`src/rtl/ps2_key_ctrl_pkg.sv`:
```
// ---------------------------------------------------------------------------
// ps2_key_ctrl_pkg
// Shared definitions for the PS/2 keyboard sequencer:
//   - set-2 scancode constants used by the prefix parser and modifier tracker
//   - length of the E1 (pause) tail that is popped without decoding
//   - FSM state encoding
//   - helper that flags the two bytes a keyboard only sends on error
// ---------------------------------------------------------------------------
package ps2_key_ctrl_pkg;

  localparam logic [7:0] SC_E0     = 8'hE0;  // extended prefix
  localparam logic [7:0] SC_F0     = 8'hF0;  // break prefix
  localparam logic [7:0] SC_E1     = 8'hE1;  // pause sequence start
  localparam logic [7:0] SC_LSHIFT = 8'h12;
  localparam logic [7:0] SC_RSHIFT = 8'h59;
  localparam logic [7:0] SC_CTRL   = 8'h14;
  localparam logic [7:0] SC_ALT    = 8'h11;

  // Bytes following E1; the pause sequence is always 8 bytes in total.
  localparam logic [2:0] E1_SKIP_LEN = 3'd7;

  typedef enum logic [1:0] {
    ST_IDLE   = 2'd0,
    ST_POP    = 2'd1,
    ST_DECODE = 2'd2,
    ST_SKIP   = 2'd3
  } state_t;

  // 00 (key detection error / buffer overrun) and FF are never valid codes.
  function automatic logic is_bad_byte(input logic [7:0] b);
    return (b == 8'h00) || (b == 8'hFF);
  endfunction

endpackage

```
`src/rtl/ps2_key_ctrl_if.sv`:
```
// ---------------------------------------------------------------------------
// ps2_key_ctrl_if
// Bundles the sequencer's FIFO-side and consumer-side signals.
//   master : the sequencer (drives kb_rdn, ev_*, mods, err)
//   slave  : its environment (keyboard FIFO, CPU/console consumer)
// Signals:
//   kb_ready, kb_data[7:0], kb_overflow  FIFO status / head byte
//   kb_rdn                               active-low pop strobe
//   ev_valid, ev_ack                     event handshake
//   ev_code[7:0], ev_ext, ev_brk         event payload
//   mods[3:0]                            {alt, ctrl, rshift, lshift}
//   err[2:0], err_clr                    sticky {bad_byte, timeout, overflow}
// ---------------------------------------------------------------------------
interface ps2_key_ctrl_if;
  logic       kb_ready;
  logic [7:0] kb_data;
  logic       kb_overflow;
  logic       kb_rdn;
  logic       ev_valid;
  logic       ev_ack;
  logic [7:0] ev_code;
  logic       ev_ext;
  logic       ev_brk;
  logic [3:0] mods;
  logic [2:0] err;
  logic       err_clr;

  modport master (
    input  kb_ready, kb_data, kb_overflow, ev_ack, err_clr,
    output kb_rdn, ev_valid, ev_code, ev_ext, ev_brk, mods, err
  );

  modport slave (
    output kb_ready, kb_data, kb_overflow, ev_ack, err_clr,
    input  kb_rdn, ev_valid, ev_code, ev_ext, ev_brk, mods, err
  );
endinterface

```
`src/rtl/ps2_key_ctrl_prefix_timer.sv`:
```
// ---------------------------------------------------------------------------
// ps2_prefix_timer
// Watchdog for a dangling E0/F0 prefix. Counts cycles while 'run' is high;
// 'expired' pulses for one cycle on the TIMEOUT-th counted cycle and the
// counter wraps to zero. 'restart' zeroes the count.
// Ports:
//   clk      in  system clock
//   clr      in  asynchronous active-high reset
//   run      in  count enable
//   restart  in  synchronous clear
//   expired  out one-cycle pulse when TIMEOUT cycles have been counted
// ---------------------------------------------------------------------------
module ps2_prefix_timer #(
  parameter int TIMEOUT = 100000,
  parameter int TW      = 17
) (
  input  logic clk,
  input  logic clr,
  input  logic run,
  input  logic restart,
  output logic expired
);

  logic [TW-1:0] r_cnt;
  logic          w_hit;

  // Decoded from the registered count so the pulse lands in the same cycle
  // the count wraps, letting the parent clear its flags on that edge.
  assign w_hit   = run && (r_cnt == TW'(TIMEOUT - 1));
  assign expired = w_hit;

  always_ff @(posedge clk or posedge clr) begin
    if (clr)                     r_cnt <= '0;
    else if (restart || w_hit)   r_cnt <= '0;
    else if (run)                r_cnt <= r_cnt + 1'b1;
  end

endmodule

```
`src/rtl/ps2_key_ctrl.sv`:
```
// ---------------------------------------------------------------------------
// ps2_key_ctrl
// Pops set-2 scancode bytes from the keyboard FIFO, strips E0/F0/E1
// prefixes and presents one key event per complete code, while tracking
// modifier keys and sticky error conditions.
// Ports:
//   clk   in   system clock
//   clr   in   asynchronous active-high reset
//   bus   ps2_key_ctrl_if.master (FIFO handshake, event handshake, mods, err)
// Flow: IDLE -> POP -> DECODE -> IDLE per byte; E1 diverts to SKIP, which
// pops the 7 trailing pause bytes undecoded and then emits a single E1 event.
// ---------------------------------------------------------------------------
module ps2_key_ctrl
  import ps2_key_ctrl_pkg::*;
#(
  parameter int TIMEOUT = 100000,
  parameter int TW      = 17
) (
  input  logic           clk,
  input  logic           clr,
  ps2_key_ctrl_if.master bus
);

  state_t     r_state;
  logic [7:0] r_byte;
  logic       r_kb_rdn;
  logic       r_ev_valid;
  logic [7:0] r_ev_code;
  logic       r_ev_ext;
  logic       r_ev_brk;
  logic [3:0] r_mods;
  logic [2:0] r_err;
  logic       r_ext_f;
  logic       r_brk_f;
  logic [2:0] r_skip_cnt;
  logic       r_in_skip;   // POP returns to SKIP instead of DECODE

  logic       w_run;
  logic       w_restart;
  logic       w_expired;
  logic       w_bad;
  logic       w_fake;
  logic [2:0] w_err_set;

  // Timer only advances while a prefix waits for a byte that has not arrived;
  // a byte stuck behind an unacknowledged event (kb_ready=1) freezes it.
  assign w_run     = (r_ext_f || r_brk_f) && (r_state == ST_IDLE) && !bus.kb_ready;
  assign w_restart = (r_state == ST_DECODE);
  assign w_bad     = (r_state == ST_DECODE) && is_bad_byte(r_byte);
  // E0-12 / E0-59 are shift wrappers the keyboard adds around some E0 keys.
  assign w_fake    = r_ext_f && ((r_byte == SC_LSHIFT) || (r_byte == SC_RSHIFT));
  assign w_err_set = {w_bad, w_expired, bus.kb_overflow};

  ps2_prefix_timer #(.TIMEOUT(TIMEOUT), .TW(TW)) u_timer (
    .clk     (clk),
    .clr     (clr),
    .run     (w_run),
    .restart (w_restart),
    .expired (w_expired)
  );

  always_ff @(posedge clk or posedge clr) begin
    if (clr) begin
      r_state    <= ST_IDLE;
      r_byte     <= '0;
      r_kb_rdn   <= 1'b1;
      r_ev_valid <= 1'b0;
      r_ev_code  <= '0;
      r_ev_ext   <= 1'b0;
      r_ev_brk   <= 1'b0;
      r_mods     <= '0;
      r_ext_f    <= 1'b0;
      r_brk_f    <= 1'b0;
      r_skip_cnt <= '0;
      r_in_skip  <= 1'b0;
    end else begin
      // NOTE: non-blocking throughout, so later assignments in this block
      // (e.g. a new event) override the ack clear without ordering hazards.
      if (r_ev_valid && bus.ev_ack) r_ev_valid <= 1'b0;

      case (r_state)
        ST_IDLE: begin
          if (w_expired) begin
            r_ext_f <= 1'b0;
            r_brk_f <= 1'b0;
          end
          if (bus.kb_ready && !r_ev_valid) begin
            r_byte   <= bus.kb_data;
            r_kb_rdn <= 1'b0;
            r_state  <= ST_POP;
          end
        end

        ST_POP: begin
          r_kb_rdn <= 1'b1;
          r_state  <= r_in_skip ? ST_SKIP : ST_DECODE;
        end

        ST_DECODE: begin
          r_state <= ST_IDLE;
          if (r_byte == SC_E0) begin
            r_ext_f <= 1'b1;
          end else if (r_byte == SC_F0) begin
            r_brk_f <= 1'b1;
          end else begin
            r_ext_f <= 1'b0;
            r_brk_f <= 1'b0;
            if (r_byte == SC_E1) begin
              r_skip_cnt <= E1_SKIP_LEN;
              r_in_skip  <= 1'b1;
              r_state    <= ST_SKIP;
            end else if (!is_bad_byte(r_byte) && !w_fake) begin
              r_ev_valid <= 1'b1;
              r_ev_code  <= r_byte;
              r_ev_ext   <= r_ext_f;
              r_ev_brk   <= r_brk_f;
              case (r_byte)
                SC_LSHIFT: r_mods[0] <= !r_brk_f;
                SC_RSHIFT: r_mods[1] <= !r_brk_f;
                SC_CTRL:   r_mods[2] <= !r_brk_f;
                SC_ALT:    r_mods[3] <= !r_brk_f;
                default:   ;
              endcase
            end
          end
        end

        ST_SKIP: begin
          if (r_skip_cnt == 3'd0) begin
            r_ev_valid <= 1'b1;
            r_ev_code  <= SC_E1;
            r_ev_ext   <= 1'b0;
            r_ev_brk   <= 1'b0;
            r_in_skip  <= 1'b0;
            r_state    <= ST_IDLE;
          end else if (bus.kb_ready && !r_ev_valid) begin
            r_kb_rdn   <= 1'b0;
            r_skip_cnt <= r_skip_cnt - 1'b1;
            r_state    <= ST_POP;
          end
        end

        default: r_state <= ST_IDLE;
      endcase
    end
  end

  // Set wins over clear on a per-bit basis.
  always_ff @(posedge clk or posedge clr) begin
    if (clr) r_err <= '0;
    else     r_err <= (bus.err_clr ? 3'b000 : r_err) | w_err_set;
  end

  assign bus.kb_rdn   = r_kb_rdn;
  assign bus.ev_valid = r_ev_valid;
  assign bus.ev_code  = r_ev_code;
  assign bus.ev_ext   = r_ev_ext;
  assign bus.ev_brk   = r_ev_brk;
  assign bus.mods     = r_mods;
  assign bus.err      = r_err;

endmodule
```
`src/flat_wrapper.sv`:
```
// flat-port wrapper written by rule: the top's interface ports become plain ports
module ps2_key_ctrl_flat import ps2_key_ctrl_pkg::*;
#(
  parameter int TIMEOUT = 100000,
  parameter int TW      = 17
)
  (clk, clr, bus_kb_ready, bus_kb_data, bus_kb_overflow, bus_ev_ack, bus_err_clr, bus_kb_rdn, bus_ev_valid, bus_ev_code, bus_ev_ext, bus_ev_brk, bus_mods, bus_err);
  ps2_key_ctrl_if bus_i ();
  input  logic clk;
  input  logic clr;
  input wire logic [$bits(bus_i.kb_ready)-1:0] bus_kb_ready;
  input wire logic [$bits(bus_i.kb_data)-1:0] bus_kb_data;
  input wire logic [$bits(bus_i.kb_overflow)-1:0] bus_kb_overflow;
  input wire logic [$bits(bus_i.ev_ack)-1:0] bus_ev_ack;
  input wire logic [$bits(bus_i.err_clr)-1:0] bus_err_clr;
  output wire logic [$bits(bus_i.kb_rdn)-1:0] bus_kb_rdn;
  output wire logic [$bits(bus_i.ev_valid)-1:0] bus_ev_valid;
  output wire logic [$bits(bus_i.ev_code)-1:0] bus_ev_code;
  output wire logic [$bits(bus_i.ev_ext)-1:0] bus_ev_ext;
  output wire logic [$bits(bus_i.ev_brk)-1:0] bus_ev_brk;
  output wire logic [$bits(bus_i.mods)-1:0] bus_mods;
  output wire logic [$bits(bus_i.err)-1:0] bus_err;
  assign bus_i.kb_ready = bus_kb_ready;
  assign bus_i.kb_data = bus_kb_data;
  assign bus_i.kb_overflow = bus_kb_overflow;
  assign bus_i.ev_ack = bus_ev_ack;
  assign bus_i.err_clr = bus_err_clr;
  assign bus_kb_rdn = bus_i.kb_rdn;
  assign bus_ev_valid = bus_i.ev_valid;
  assign bus_ev_code = bus_i.ev_code;
  assign bus_ev_ext = bus_i.ev_ext;
  assign bus_ev_brk = bus_i.ev_brk;
  assign bus_mods = bus_i.mods;
  assign bus_err = bus_i.err;
  ps2_key_ctrl #(.TIMEOUT(TIMEOUT), .TW(TW)) u_core (.clk(clk), .clr(clr), .bus(bus_i));
endmodule
```
`config.mk`:
```
export PLATFORM = sky130hd
export DESIGN_NAME = ps2_key_ctrl_flat
export DESIGN_NICKNAME = d
export VERILOG_FILES = /design/src/rtl/ps2_key_ctrl_pkg.sv /design/src/rtl/ps2_key_ctrl_if.sv /design/src/rtl/ps2_key_ctrl_prefix_timer.sv /design/src/rtl/ps2_key_ctrl.sv /design/src/flat_wrapper.sv
export SDC_FILE = /design/constraint.sdc
export NUM_CORES = 1
export LEC_CHECK = 0
export ABC_CLOCK_PERIOD_IN_PS = 4350
export BUFFER_PORTS_ARGS = -buffer_cell sky130_fd_sc_hd__buf_2
export CAP_MARGIN = 10
export CORE_MARGIN = 1.5
export CORE_UTILIZATION = 45
export CTS_BUF_LIST = sky130_fd_sc_hd__clkbuf_4
export CTS_CLUSTER_DIAMETER = 200
export DETAILED_ROUTE_END_ITERATION = 10
export GPL_TIMING_DRIVEN = 1
export MAX_ROUTING_LAYER = met4
export PLACE_DENSITY = 0.75
export SETUP_SLACK_MARGIN = 0.02
export SLEW_MARGIN = 20
export SYNTH_ARGS = -nofsm -noshare
export SYNTH_HDL_FRONTEND = slang
export SYNTH_SLANG_ARGS = --single-unit
```
`constraint.sdc`:
```
create_clock -name clk -period 4.35 [get_ports clk]
set_input_delay 0.2175 -clock clk [delete_from_list [all_inputs] [get_ports clk]]
set_output_delay 0.2175 -clock clk [all_outputs]
set_load 0.03 [all_outputs]
```
======== Word level (Yosys, flattened, before mapping) ========
Cells that the tools add are included.
storage, ports and cells
  input bits .............................. 14
  bits in registers ....................... 52
  logic and storage cells ................. 134
operators by class
  equality and inequality tests ........... 22
  add/subtract/negate cells ............... 2
  muxes and demuxes ....................... 54
  reduce and logical (&&, ||, !) cells .... 35
  bitwise logic cells ..................... 4
operators by type and width
  cell                                                 number
  2-to-1 mux 8 bit                                     5
  AND reduction 6 bit                                  6
  2-to-1 mux 17 bit                                    2
  equality test 8 bit, second input constant           4
  2-to-1 mux 1 bit                                     26
  equality test 8 x 5 -> 1 bit, second input constant  3
  2-to-1 mux 3 bit                                     6
  adder 17 x 1 -> 17 bit, second input constant        1
  equality test 17 bit, second input constant          1
  one-hot mux 8 bit (2 select lines)                   1
  one-hot mux 1 bit (2 select lines)                   6
  2-to-1 mux 2 bit                                     5
  != test 2 bit, second input constant                 5
  equality test 8 x 7 -> 1 bit, second input constant  1
  logical AND 1 bit                                    8
  zero test 8 bit                                      1
  != test 2 x 1 -> 1 bit, second input constant        4
  one-hot mux 2 bit (4 select lines)                   1
  one-hot mux 3 bit (2 select lines)                   1
  AND reduction 3 bit                                  2
  nonzero test 2 bit                                   3
  zero test 1 bit                                      5
  AND reduction 5 bit                                  1
  equality test 2 bit, second input constant           2
  other kinds (11)                                     17

======== Depth between registers and ports, before layout ========
  depth after elaboration ................. 10
  gate-level depth with buffers ........... 7
  gate-level depth less buffers ........... 7

======== Hierarchy ========
Synthesis repeated with hierarchy kept, for this count alone.
second synthesis, totals
  cells, all modules ...................... 251
  area, all modules ....................... 2652.5 um^2
modules (own cells, without submodules)
  module            area each (um^2)  cells an instance  times used
  ps2_key_ctrl      1711.6            158                1
  ps2_prefix_timer  940.9             93                 1

======== Least setup slack after synthesis ========
Ideal clock, no wire load.
  kind .................................... register to register
  start ................................... reg u_core.r_skip_cnt[0]
  end ..................................... reg u_core.r_ev_brk (netlist: u_core.bus.ev_brk)
  cell stages (with the launch flop) ...... 8
  arrival ................................. 1.919 ns
  setup slack ............................. 2.261 ns
  clock period less this slack ............ 2.089 ns
  data required time ...................... 4.180 ns
  setup time .............................. 0.170 ns
  cells stage by stage .................... dfrtp_1 > inv_1 > ha_1 > nand2b_1 > a21oi_2 > nand2_2 > nor4b_1 > o32ai_1
between the ends
  word-level cells in the longest chain between the ends .. 3
RTL lines
  item                                     RTL line             text
  start, declared                          ps2_key_ctrl.sv:35   logic [2:0] r_skip_cnt;
  start signal, assigned                   ps2_key_ctrl.sv:138  r_skip_cnt <= r_skip_cnt - 1'b1;
  zero test 3 bit                          ps2_key_ctrl.sv:129  if (r_skip_cnt == 3'd0) begin
  != test 2 x 1 -> 1 bit (no source line)  n/a
  AND reduction 6 bit (no source line)     n/a
  end signal, assigned                     ps2_key_ctrl.sv:116  r_ev_brk <= r_brk_f;
  end, declared                            ps2_key_ctrl.sv:30   logic r_ev_brk;
No other way between the ends.
A chain may end at the register's enable or synchronous reset.

======== Worst setup path after layout ========
  start ................................... reg u_core.u_timer.r_cnt[8]
  end ..................................... reg u_core.r_ext_f
between the ends
  word-level cells in the longest chain between the ends .. 4
RTL lines
  item                                  RTL line                         text
  start, declared                       ps2_key_ctrl_prefix_timer.sv:24  logic [TW-1:0] r_cnt;
  start signal, assigned                ps2_key_ctrl_prefix_timer.sv:35  else if (run) r_cnt <= r_cnt + 1'b1;
  equality test 17 bit                  ps2_key_ctrl_prefix_timer.sv:29  assign w_hit = run && (r_cnt == TW'(TIMEOUT - 1));
  logical AND 1 bit                     ps2_key_ctrl_prefix_timer.sv:29
  != test 2 bit (no source line)        n/a
  AND reduction 3 bit (no source line)  n/a
  end signal, assigned                  ps2_key_ctrl.sv:72               r_ext_f <= 1'b0;
  end signal, assigned                  ps2_key_ctrl.sv:84               r_ext_f <= 1'b0;
  end signal, assigned                  ps2_key_ctrl.sv:102              r_ext_f <= 1'b1;
  end, declared                         ps2_key_ctrl.sv:33               logic r_ext_f;
No other way between the ends.

==> reports/summary.log <==
qor: route.routed_wire_length_per_instance 15.01 um
qor: synthesis.syn-mean-instance-area 10.27 um^2
qor: critical_path.critical_path.slowest_cell sky130_fd_sc_hd__a31o_1
qor: cts.cts.path.max_buffers 2
qor: critical_path.crit_path_start_kind flop
qor: finish.synthToLayoutAreaGrowth 9.716%
qor: route.routed-via-count 2053
qor: global_route.antenna_found_initial 0
qor: timing.achievable-frequency 416.6 MHz
qor: cts.clock_tree_from_tritoncts done
qor: pwr.static-leakage-power 1.230 nW
qor: hold_path.min_path_type in -> async
qor: synthesis.yosysSeqAreaShare 49.34%
qor: timing.tightest_slew 869.1 ps
qor: route.post-route-drc-count 0
qor: route.initialDrtViolationCount 152
qor: floorplanning.std_cell_rows 27
qor: global_route.grt_pass1_vias 1996
qor: synthesis.fraction_of_post_synthesis_cell_area_in_the_top_cell_type_by_area 48.34%
qor: synthesis.synthesized_flop_and_latch_total 52
qor: timing.setup_tns_final 0 ps
qor: timing.setup_viol 0
qor: timing.timing.final.hold_violations 51
qor: pwr.peakVddDrop 287.5 uV
qor: critical_path.worst-setup-path-type reg -> reg
qor: cts.cts_sinks 52
qor: floorplanning.floorplan_die_height 79.60 um
qor: timing.period_share 55.18%
qor: placed_design.finalWeightedCongestion 0.8473
qor: critical_path.cp-end-kind flop
qor: route.totalWireLength 5432 um
qor: synthesis.syn_nets 274
qor: placed_design.detailed_place_hpwl 3950 um
qor: finish.nets 306
qor: cts.cts_root_buf sky130_fd_sc_hd__clkbuf_4
qor: pwr.powerDensity 561.6 nW/um^2
qor: critical_path.critPathTopFamily simple AND/OR/NAND/NOR gates
qor: placed_design.io_buffer_count 32
qor: status.run_status finished, violations left
qor: pwr.switchingPower 0.7126 mW
qor: timing.layout_min_cycle_time 2400 ps
qor: synthesis.synth_enable_flop_cells 0
qor: critical_path.setup.reg_to_reg.worst_slack 1950 ps
qor: floorplanning.initial_core_util 47.36%
qor: critical_path.cp_max_fo 18
qor: synthesis.synth-main-ff-cell sky130_fd_sc_hd__dfrtp_1
qor: timing.final_max_slew_viol_count 0
qor: synthesis.mappedNetlistArea 2640 um^2
qor: synthesis.synthArstFlopShare 100.0%
qor: pwr.seq_pwr_share 47.5%
qor: synthesis.synth_top_area_cell sky130_fd_sc_hd__dfrtp_1
qor: timing.rsz_0062_raised_after_global_routing false
qor: synthesis.dominant_cells_by_area_after_synthesis sky130_fd_sc_hd__dfrtp_1 (48%), sky130_fd_sc_hd__xnor2_1 (4.3%), sky130_fd_sc_hd__nor2_1 (3.8%)
qor: floorplanning.floorplan_core_area 5574 um^2
qor: job.drv.max_cap_violation_count 0
qor: finish.drive_above_1_share 21.38%
qor: global_route.pin_count_of_the_biggest_net_entering_global_routing 53
qor: finish.num_antenna_cells 0
qor: synthesis.postSynthCellCount 257
qor: timing.relSlewSlack 41.99%
qor: route.antenna_left 0
qor: critical_path.worst_r2r_startpoint u_core.u_timer.r_cnt[8]$_DFFE_PP0P_
qor: floorplanning.fp.dieArea 6335 um^2
qor: cts.worstSkewPairLatency 370 ps
qor: route.drt-pass1-iter-count 4
qor: synthesis.synth.lib_cells_used.distinct 58
qor: cts.cts_made_buffers 5
qor: cts.cts_setup_buffers 0
qor: floorplanning.die-width 79.60 um
qor: timing.worst_clock_skew 5.349 ps
qor: pwr.clockPowerShare 13.7%
qor: cts.cts.reportedPaths.clkPinSlew 150 ps
qor: critical_path.worstReg2RegEnd u_core.r_ext_f$_DFFE_PP0P_
qor: status.failed_checks negative hold slack
qor: critical_path.endpoint_of_the_worst_setup_timing_path u_core.r_ext_f$_DFFE_PP0P_
qor: critical_path.timing.critical_path.from u_core.u_timer.r_cnt[8]$_DFFE_PP0P_
qor: pwr.cellInternalPower 0.9140 mW
qor: critical_path.worst-r2r-cell-count 5
qor: critical_path.worst-path-buf-inv 0
qor: critical_path.worst-endpoint-arrival 2670 ps
qor: placed_design.dpl_cell_area 2819 um^2
qor: finish.finalInstanceArea 2897 um^2
qor: pwr.p_sw_share 43.81%
qor: synthesis.synth-warning-count 0
qor: critical_path.cp_cell_sequence or4b_1 -> nor4_1 -> a31o_1 -> nand2_1 -> o2bb2ai_1
qor: critical_path.cp.depth 5
qor: floorplanning.io_pins 33
qor: cts.cts_htree_levels 2
qor: critical_path.cp_slowest_stage_delay 610 ps
qor: timing.fin_worst_hold_slack -25.65 ps
qor: critical_path.required 4620 ps
qor: route.routed_via_density 5.671
qor: pwr.share_comb_of_total_power 38.8%
qor: global_route.grt.overflow.total 0
qor: global_route.overall_global_routing_usage 20.07%
qor: global_route.grt_first_pass_wirelength 9722 um
power by group through the flow:
stage               combinational [mW]  sequential (mW)  clock (mW)
floorplan                        0.412            0.836           0
global placement                 0.617            0.775           0
detailed placement               0.630            0.779           0
CTS                              0.633            0.770       0.230
global route                     0.703            0.794       0.251
finish                           0.632            0.773       0.222
worst min-delay path by stage:
stage,slack [ps],cells past startpoint,endpoint
6_report,-30,2,u_core.r_byte[2]$_DFFE_PP0P_
5_1_grt,40,2,u_core.r_byte[2]$_DFFE_PP0P_
4_1_cts,4,2,u_core.bus.err[0]$_DFF_PP0_
3_5_place_dp,400,2,u_core.bus.err[0]$_DFF_PP0_
3_3_place_gp,400,2,u_core.bus.err[0]$_DFF_PP0_
2_1_floorplan,310,1,u_core.bus.err[0]$_DFF_PP0_
cell usage in the layout, fill, tap and decap left out, drive strengths merged, types with 6 or more instances in the layout:
cell / synthesis / final
nand4: 6 / 6
nor2: 28 / 28
nand3: 7 / 7
dfrtp: 51 / 51
inv: 11 / 11
nor3: 11 / 11
nor4: 6 / 6
buf: 4 / 32
mux2: 10 / 10
o22ai: 7 / 7
o21ai: 7 / 7
xnor2: 13 / 13
a21oi: 7 / 7
nand2: 27 / 27
state kept, by name (all words and copies together) (netlist names), 2 cells and up:
register              flops
u_core.u_timer.r_cnt     17
u_core.bus.mods           4
u_core.r_skip_cnt         3
u_core.r_state            2
u_core.r_byte             8
u_core.bus.ev_code        8
u_core.bus.err            3
synthesized netlist by cell type, types with 2 or more instances:
| library cell | instances |
|---|---|
| sky130_fd_sc_hd__dfrtp_1 | 51 |
| sky130_fd_sc_hd__nor2_1 | 27 |
| sky130_fd_sc_hd__nand2_1 | 26 |
| sky130_fd_sc_hd__xnor2_1 | 13 |
| sky130_fd_sc_hd__inv_1 | 11 |
| sky130_fd_sc_hd__nor3_1 | 9 |
| sky130_fd_sc_hd__mux2_2 | 8 |
| sky130_fd_sc_hd__nand3_1 | 7 |
| sky130_fd_sc_hd__o22ai_1 | 7 |
| sky130_fd_sc_hd__nand4_1 | 6 |
| sky130_fd_sc_hd__nor4_1 | 6 |
| sky130_fd_sc_hd__a21oi_1 | 5 |
| sky130_fd_sc_hd__o21ai_0 | 5 |
| sky130_fd_sc_hd__a31oi_1 | 3 |
| sky130_fd_sc_hd__ha_1 | 3 |
| sky130_fd_sc_hd__mux2i_1 | 3 |
| sky130_fd_sc_hd__nand2b_1 | 3 |
| sky130_fd_sc_hd__nor4b_1 | 3 |
| sky130_fd_sc_hd__o2bb2ai_1 | 3 |
| sky130_fd_sc_hd__o32ai_1 | 3 |
| sky130_fd_sc_hd__or2_1 | 3 |
| sky130_fd_sc_hd__or4b_1 | 3 |
| sky130_fd_sc_hd__xor2_1 | 3 |
| sky130_fd_sc_hd__a21oi_2 | 2 |
| sky130_fd_sc_hd__a2bb2o_1 | 2 |
| sky130_fd_sc_hd__and4_1 | 2 |
| sky130_fd_sc_hd__buf_2 | 2 |
| sky130_fd_sc_hd__clkbuf_1 | 2 |
| sky130_fd_sc_hd__clkbuf_8 | 2 |
| sky130_fd_sc_hd__mux2_1 | 2 |
| sky130_fd_sc_hd__nor2b_1 | 2 |
| sky130_fd_sc_hd__nor3_2 | 2 |
| sky130_fd_sc_hd__o21ai_1 | 2 |
| sky130_fd_sc_hd__or4_1 | 2 |
repair_timing:
action	CTS	global route
hold endpoints to repair	0	1
hold buffers	0	1
gates resized for setup	0	0
layer usage:
metal / track usage, % / vias up / part of all wire, % / wire [um]
li1: - / 991 / - / -
met1: 28.43 / 999 / 47 / 2578
met2: 29.32 / 56 / 46 / 2512
met3: 3.543 / 7 / 5.3 / 286
met4: 6.316 / 0 / 1.0 / 55
met5: - / - / 0 / 0
worst reg2reg max path, stage by stage, from the launching register on:
cell,delay [ps]
sky130_fd_sc_hd__dfrtp_1,450
sky130_fd_sc_hd__or4b_1,500
sky130_fd_sc_hd__nor4_1,410
sky130_fd_sc_hd__a31o_1,610
sky130_fd_sc_hd__nand2_1,170
sky130_fd_sc_hd__o2bb2ai_1,170
stage by stage:
step | hold WS, ps | total power, mW | cells | setup slack [ps] | util (%)
after floorplan | 309.8 | 1.248 | 257 | 2261 | -
after global placement | 396.5 | 1.393 | 353 | 1991 | 50.57
after detailed placement | 403.6 | 1.409 | 353 | 1844 | 50.57
after CTS | 4.104 | 1.634 | 361 | 1772 | 51.65
after global routing | 37.55 | 1.748 | 362 | 1738 | 51.96
final | -25.65 | 1.627 | 362 | 1950 | 51.96
cell type report:
cell class / count / area (um^2)
Clock buffer: 5 / 37.54
Tap cell: 72 / 90.09
Inverter: 11 / 42.54
Timing Repair Buffer: 33 / 170.2
Clock inverter: 3 / 22.52
Sequential cell: 52 / 1303
Multi-Input combinational cell: 186 / 1231
Fill cell: 515 / 2678
logic make-up (layout without fill, tap and decap cells):
kind of cell | count (synthesis) | after routing | synth area share [%]
XOR/XNOR | 16 | 16 | 5.308
AO/OA/AOI/OAI | 44 | 44 | 11.99
adder cells (fa/ha/maj) | 3 | 3 | 1.422
flip-flops | 52 | 52 | 49.34
buffers and inverters | 19 | 52 | 4.265
AND/OR/NAND/NOR | 110 | 110 | 22.28
multiplexers | 13 | 13 | 5.403
Note: power is estimated with default switching activity, not from simulation.
